===== src/rtl/mem_arbiter_if.sv =====
// mem_arbiter_if: I-cache, D-cache and shared memory port signals of the arbiter.
interface mem_arbiter_if #(
    parameter int ADDR_W = 28,
    parameter int DATA_W = 128
);
    logic              i_read;
    logic [ADDR_W-1:0] i_addr;
    logic              i_ready;
    logic [DATA_W-1:0] i_rdata;
    logic              d_read;
    logic              d_write;
    logic [ADDR_W-1:0] d_addr;
    logic [DATA_W-1:0] d_wdata;
    logic              d_ready;
    logic [DATA_W-1:0] d_rdata;
    logic              mem_read;
    logic              mem_write;
    logic [ADDR_W-1:0] mem_addr;
    logic [DATA_W-1:0] mem_wdata;
    logic [DATA_W-1:0] mem_rdata;
    logic              mem_ready;

    // Arbiter view: serves the caches and drives the memory command.
    modport master (
        input  i_read, i_addr, d_read, d_write, d_addr, d_wdata, mem_rdata, mem_ready,
        output i_ready, i_rdata, d_ready, d_rdata, mem_read, mem_write, mem_addr, mem_wdata
    );

    // Environment view: caches issue requests, memory answers commands.
    modport slave (
        output i_read, i_addr, d_read, d_write, d_addr, d_wdata, mem_rdata, mem_ready,
        input  i_ready, i_rdata, d_ready, d_rdata, mem_read, mem_write, mem_addr, mem_wdata
    );
endinterface


===== src/rtl/mem_arbiter.sv =====
// mem_arbiter: round-robin arbiter sharing one memory port between I-cache and D-cache.
module mem_arbiter #(
    parameter int ADDR_W = 28,
    parameter int DATA_W = 128
) (
    input  logic          clk,
    input  logic          rst_n,
    mem_arbiter_if.master bus
);
    typedef enum logic [1:0] {IDLE, GNT_I, GNT_D, COOL} state_t;

    state_t            r_state;
    state_t            w_next;
    logic              r_last_d;
    logic              r_mem_read;
    logic              r_mem_write;
    logic [ADDR_W-1:0] r_mem_addr;
    logic [DATA_W-1:0] r_mem_wdata;
    logic              w_req_i;
    logic              w_req_d;
    logic              w_pick_d;
    logic              w_grant;
    logic              w_leave;

    assign w_req_i  = bus.i_read;
    assign w_req_d  = bus.d_read | bus.d_write;
    // On a tie the side that did not win last time gets the port.
    assign w_pick_d = w_req_d & (~w_req_i | ~r_last_d);

    // Next state plus one-cycle grant/release strobes for the command registers.
    always_comb begin
        w_next  = r_state;
        w_grant = 1'b0;
        w_leave = 1'b0;
        case (r_state)
            IDLE: begin
                if (w_req_i | w_req_d) begin
                    w_next  = w_pick_d ? GNT_D : GNT_I;
                    w_grant = 1'b1;
                end
            end
            GNT_I, GNT_D: begin
                if (bus.mem_ready) begin
                    w_next  = COOL;
                    w_leave = 1'b1;
                end
            end
            default: w_next = IDLE;
        endcase
    end

    // State register.
    always_ff @(posedge clk or negedge rst_n) begin
        if (!rst_n)
            r_state <= IDLE;
        else
            r_state <= w_next;
    end

    // Remember the winner of every grant for tie-breaking (0 = I-cache).
    always_ff @(posedge clk or negedge rst_n) begin
        if (!rst_n)
            r_last_d <= 1'b0;
        else if (w_grant)
            r_last_d <= w_pick_d;
    end

    // Command registers: loaded entering a grant, cleared leaving it; write-back beats read.
    always_ff @(posedge clk or negedge rst_n) begin
        if (!rst_n) begin
            r_mem_read  <= 1'b0;
            r_mem_write <= 1'b0;
            r_mem_addr  <= '0;
            r_mem_wdata <= '0;
        end else if (w_grant) begin
            r_mem_read  <= ~w_pick_d | ~bus.d_write;
            r_mem_write <= w_pick_d & bus.d_write;
            r_mem_addr  <= w_pick_d ? bus.d_addr : bus.i_addr;
            r_mem_wdata <= w_pick_d ? bus.d_wdata : '0;
        end else if (w_leave) begin
            r_mem_read  <= 1'b0;
            r_mem_write <= 1'b0;
            r_mem_addr  <= '0;
            r_mem_wdata <= '0;
        end
    end

    assign bus.mem_read  = r_mem_read;
    assign bus.mem_write = r_mem_write;
    assign bus.mem_addr  = r_mem_addr;
    assign bus.mem_wdata = r_mem_wdata;
    assign bus.i_ready   = (r_state == GNT_I) & bus.mem_ready;
    assign bus.d_ready   = (r_state == GNT_D) & bus.mem_ready;
    assign bus.i_rdata   = bus.mem_rdata;
    assign bus.d_rdata   = bus.mem_rdata;
endmodule


===== src/flat_wrapper.sv =====
// flat-port wrapper written by rule: the top's interface ports become plain ports
module mem_arbiter_flat 
#(
    parameter int ADDR_W = 28,
    parameter int DATA_W = 128
)
  (clk, rst_n, bus_i_read, bus_i_addr, bus_d_read, bus_d_write, bus_d_addr, bus_d_wdata, bus_mem_rdata, bus_mem_ready, bus_i_ready, bus_i_rdata, bus_d_ready, bus_d_rdata, bus_mem_read, bus_mem_write, bus_mem_addr, bus_mem_wdata);
  mem_arbiter_if #(.ADDR_W(ADDR_W), .DATA_W(DATA_W)) bus_i ();
  input  logic clk;
  input  logic rst_n;
  input wire logic [$bits(bus_i.i_read)-1:0] bus_i_read;
  input wire logic [$bits(bus_i.i_addr)-1:0] bus_i_addr;
  input wire logic [$bits(bus_i.d_read)-1:0] bus_d_read;
  input wire logic [$bits(bus_i.d_write)-1:0] bus_d_write;
  input wire logic [$bits(bus_i.d_addr)-1:0] bus_d_addr;
  input wire logic [$bits(bus_i.d_wdata)-1:0] bus_d_wdata;
  input wire logic [$bits(bus_i.mem_rdata)-1:0] bus_mem_rdata;
  input wire logic [$bits(bus_i.mem_ready)-1:0] bus_mem_ready;
  output wire logic [$bits(bus_i.i_ready)-1:0] bus_i_ready;
  output wire logic [$bits(bus_i.i_rdata)-1:0] bus_i_rdata;
  output wire logic [$bits(bus_i.d_ready)-1:0] bus_d_ready;
  output wire logic [$bits(bus_i.d_rdata)-1:0] bus_d_rdata;
  output wire logic [$bits(bus_i.mem_read)-1:0] bus_mem_read;
  output wire logic [$bits(bus_i.mem_write)-1:0] bus_mem_write;
  output wire logic [$bits(bus_i.mem_addr)-1:0] bus_mem_addr;
  output wire logic [$bits(bus_i.mem_wdata)-1:0] bus_mem_wdata;
  assign bus_i.i_read = bus_i_read;
  assign bus_i.i_addr = bus_i_addr;
  assign bus_i.d_read = bus_d_read;
  assign bus_i.d_write = bus_d_write;
  assign bus_i.d_addr = bus_d_addr;
  assign bus_i.d_wdata = bus_d_wdata;
  assign bus_i.mem_rdata = bus_mem_rdata;
  assign bus_i.mem_ready = bus_mem_ready;
  assign bus_i_ready = bus_i.i_ready;
  assign bus_i_rdata = bus_i.i_rdata;
  assign bus_d_ready = bus_i.d_ready;
  assign bus_d_rdata = bus_i.d_rdata;
  assign bus_mem_read = bus_i.mem_read;
  assign bus_mem_write = bus_i.mem_write;
  assign bus_mem_addr = bus_i.mem_addr;
  assign bus_mem_wdata = bus_i.mem_wdata;
  mem_arbiter #(.ADDR_W(ADDR_W), .DATA_W(DATA_W)) u_core (.clk(clk), .rst_n(rst_n), .bus(bus_i));
endmodule

===== config.mk =====
export PLATFORM = sky130hd
export DESIGN_NAME = mem_arbiter_flat
export DESIGN_NICKNAME = d
export VERILOG_FILES = /design/src/rtl/mem_arbiter_if.sv /design/src/rtl/mem_arbiter.sv /design/src/flat_wrapper.sv
export SDC_FILE = /design/constraint.sdc
export NUM_CORES = 1
export LEC_CHECK = 0
export ABC_AREA = 1
export CORE_AREA = 2 2 288 290
export CTS_CLUSTER_DIAMETER = 200
export CTS_CLUSTER_SIZE = 10
export DETAILED_ROUTE_END_ITERATION = 8
export DIE_AREA = 0 0 290 292
export PLACE_DENSITY = 0.46
export SYNTH_ARGS = -nofsm -noshare
export SYNTH_HDL_FRONTEND = slang
export SYNTH_SLANG_ARGS = --single-unit
export TNS_END_PERCENT = 20

===== constraint.sdc =====
create_clock -name clk -period 4.6 [get_ports clk]
set_input_delay 0.92 -clock clk [delete_from_list [all_inputs] [get_ports clk]]
set_output_delay 0.92 -clock clk [all_outputs]
set_load 0.05 [all_outputs]

==> results.env <==
CRIT_CELLS=4
WORSTSKEWPAIRLATENCY_NS=0.48
RSZ0062_AT_GRT='false'
ROUTED_WIRE_LENGTH_PER_INSTANCE_UM=13.95
CTS_ROOT_BUF='sky130_fd_sc_hd__clkbuf_16'
N_FILL_CELL=9216
TIMING_MAX_TRANSITION_VIOLATIONS_FINAL=0
CTS_BUFS_INSERTED=17
FLOORPLAN.DIE.HEIGHT_UM=292
IO_BUFFER_COUNT=349
FIRST_PASS_ITERS=4
CORE.ROWCOUNT=105
HOLD_VIOL_FINAL=0
CRITICAL-PATH-TOP-CELL-BY-COUNT='sky130_fd_sc_hd__clkdlybuf4s50_1'
GRT_FIRST_PASS_WIRELENGTH_MM=46.30
DRT-INITIAL-DRC-COUNT=224
WORSTREGTOREGCELLS=5
FINALSETUPTNS_NS=0
POSTSYNTHNETCOUNT=1392
SYNTHTOLAYOUTAREAGROWTH_PCT=37.89
NUMBER_OF_ENABLE_FLIP_FLOP_CELLS_AFTER_SYNTHESIS=0
DETAIL-ROUTE-ANTENNA-NETS=0
RRSETUPSLACK_NS=2.26
CLK_SKEW_NS=0.01539
TIMING.RR.START='u_core.r_state[0]$_DFFE_PN0P_'
MIN_PATH_TYPE='in2async'
DOMINANTREGCELLSYNTH='sky130_fd_sc_hd__dfrtp_1'
CLK_PIN_SLEW_NS=0.06
CRITPATHREQUIREDTIME_NS=3.68
NETLIST_INSTANCES=1070
WORST_SLEW_MARGIN_REL=0.4014
FINISH.NET_COUNT=1456
LEAKAGE_uW=0.005369
ARRIVAL_NS=2.41
GP_CONGESTION=0.7511
CRIT_FAMILY='buffers and inverters'
MAX_FREQ_MHz=299.9
SYNTH_SEQUENTIAL_AREA_RATIO=0.4517
NUM_IO_PINS=734
YOSYS_REGISTER_BITS=161
POST_CTS.REPAIR.SETUP_BUFFERS=0
CTS_HOLD_BUFFERS=0
GRT_USE_TOTAL=0.07270
DIE_X_UM=290
POST_SYNTH_TOP_AREA_SHARE=0.4517
GRT_REMAINING_OVERFLOW=0
DIEAREA_MM2=0.08468
YS_ASYNC_SR_FRACTION=1.000
SYNTH_COMMON_CELLS='sky130_fd_sc_hd__buf_4 (262), sky130_fd_sc_hd__inv_1 (163), sky130_fd_sc_hd__dfrtp_1 (161), sky130_fd_sc_hd__nand3_1 (159), sky130_fd_sc_hd__o21ai_0 (97)'
RUN_STATUS='completed'
CLOCK_TREE.HTREE_LEVEL_COUNT=4
INITIAL_ANTENNA_VIOLATION_COUNT=3
SYNTH.YOSYS.WARNINGS=0
VIA_PER_INST=3.179
CTS_SINKS=161
POST-SYNTH-TOP-COUNT-CELL='sky130_fd_sc_hd__buf_4'
WORSTMARGINPINSLEW_NS=0.8947
TIMING.CRITICAL_PATH.FANOUT_MAX=4
FINALSETUPVIOLCOUNT=0
START_UTIL=0.1093
CTS.REPAIR.RESIZED=0
ROUTE.FINAL.WIRE_LENGTH_MM=30.94
CRITICAL_PATH.CELL_CHAIN='clkdlybuf4s50_1, nand2_1, inv_1, clkdlybuf4s50_1'
TIMING.CRITICAL_PATH.FROM_TYPE='primary input'
SYN_AREA_PER_CELL_UM2=8.336
POWER_uW=8277
PERIOD_SHARE=0.7248
VDD_IR_DROP_MAX_mV=0.2664
CTS_MAX_PATH_BUFFERS=2
WORST_SETUP_PATH_END_KIND='output pin'
SYNTHDISTINCTLIBCELLS=18
CRITICAL_PATH_CLASS='in2out'
DETAIL_ROUTE.DRC_VIOLATIONS=0
CP.BUFFERS_INVERTERS=3
DRIVE_GT1_FRAC=0.04446
PERIOD_NEEDED_NS=3.334
SYNTH.TOP_CELLS.BY_AREA='sky130_fd_sc_hd__dfrtp_1 (45%), sky130_fd_sc_hd__buf_4 (22%), sky130_fd_sc_hd__nand3_1 (8.9%)'
ROUTE.VIAS.TOTAL=7051
CRITPATHMAXSTAGEDELAY_NS=0.79
PLACE.DETAILED.HPWL_MM=22.89
VIAS_IN_THE_FIRST_GLOBAL_ROUTE=7490
YOSYSTOPAREACELL='sky130_fd_sc_hd__dfrtp_1'
CAP_VIOLATIONS=0
REG2REG_TO='u_core.bus.mem_wdata[73]$_DFFE_PN0P_'
SYN-CELL-AREA_MM2=0.008920
CORE-AREA_MM2=0.08158
TRITONCTS='yes'
PWR_DENSITY_CELL_mW_PER_MM2=672.9
CRIT_PATH_TOP_DELAY_CELL='sky130_fd_sc_hd__clkdlybuf4s50_1'
GRT_START_MAX_NET_PINS=89
==> where the power goes <==
| part | switching [uW] | internal [uW] |
|---|---|---|
| Clock | 729 | 780 |
| Sequential | 284 | 1930 |
| Combinational | 3150 | 1410 |
==> routing by layer <==
| layer | share of wire | GRT usage | vias up |
|---|---|---|---|
| li1 | - | - | 3212 |
| met1 | 0.38 | 0.07697 | 3248 |
| met2 | 0.43 | 0.1054 | 473 |
| met3 | 0.13 | 0.04567 | 110 |
| met4 | 0.056 | 0.04942 | 8 |
| met5 | 0.0037 | 0.009643 | - |
==> per-stage QoR <==
step,hold slack [ns],util,instance area [um2],setup WS [ns],std cells
after floorplan,0.4422,-,8920,2.420,1070
after CTS,0.4421,0.1507,12300,1.263,2217
after global placement,0.4689,0.1435,11710,1.252,2185
after global routing,0.4656,0.1507,12300,1.238,2217
final,0.4409,0.1508,12300,1.266,2218
after detailed placement,0.4800,0.1435,11710,1.261,2185
==> cells in the final DEF, fill, tap and decap left out, drive strengths merged <==
master         Yosys  layout
diode              0       1
clkdlybuf4s50      0     348
nor2              30      30
buf              294       9
clkbuf            19      19
clkinv             0       5
o21ai            158     158
a21boi             1       1
or2                1       1
dfrtp            161     161
nand2             78      78
bufinv             0       1
inv              165     172
clkinvlp           0       1
ha                 4       4
nand3            159     159
==> layout make-up <==
type	instances	area (um2)	share of cell area
clock inverter	14	147.6	0.01200
antenna	1	2.502	0.0002035
tap	1070	1339	0.1089
timing repair buffer	358	3627	0.2949
inverter	165	619.3	0.05036
clock buffer	18	439.2	0.03571
multi-input combinational	431	2096	0.1704
sequential	161	4029	0.3276
==> worst max-delay path by stage <==
stage,startpoint,endpoint
final,bus_mem_ready,bus_i_ready
after global routing,bus_mem_ready,bus_i_ready
after CTS,bus_mem_ready,bus_i_ready
after detailed placement,bus_mem_ready,bus_i_ready
after global placement,bus_mem_ready,bus_d_ready
after floorplan,bus_mem_ready,bus_d_ready
==> kinds of logic (layout without fill, tap and decap cells) <==
group / Yosys count / in the layout / share of synthesized area
DFF: 161 / 161 / 0.4517
other: 0 / 1 / 0
AOI/OAI and AO/OA: 159 / 159 / 0.09076
adders and majority gates: 4 / 4 / 0.005611
and+or+nand+nor: 268 / 268 / 0.1356
buffers and inverters: 478 / 555 / 0.3163
==> state kept, by name, indices dropped and copies added (netlist names) <==
| register | cells |
|---|---|
| u_core.bus.mem_addr | 28 |
| u_core.bus.mem_write | 1 |
| u_core.bus.mem_wdata | 128 |
| u_core.r_last_d | 1 |
| u_core.bus.mem_read | 1 |
| u_core.r_state | 2 |
No activity file was read; power rests on OpenSTA's default activity.
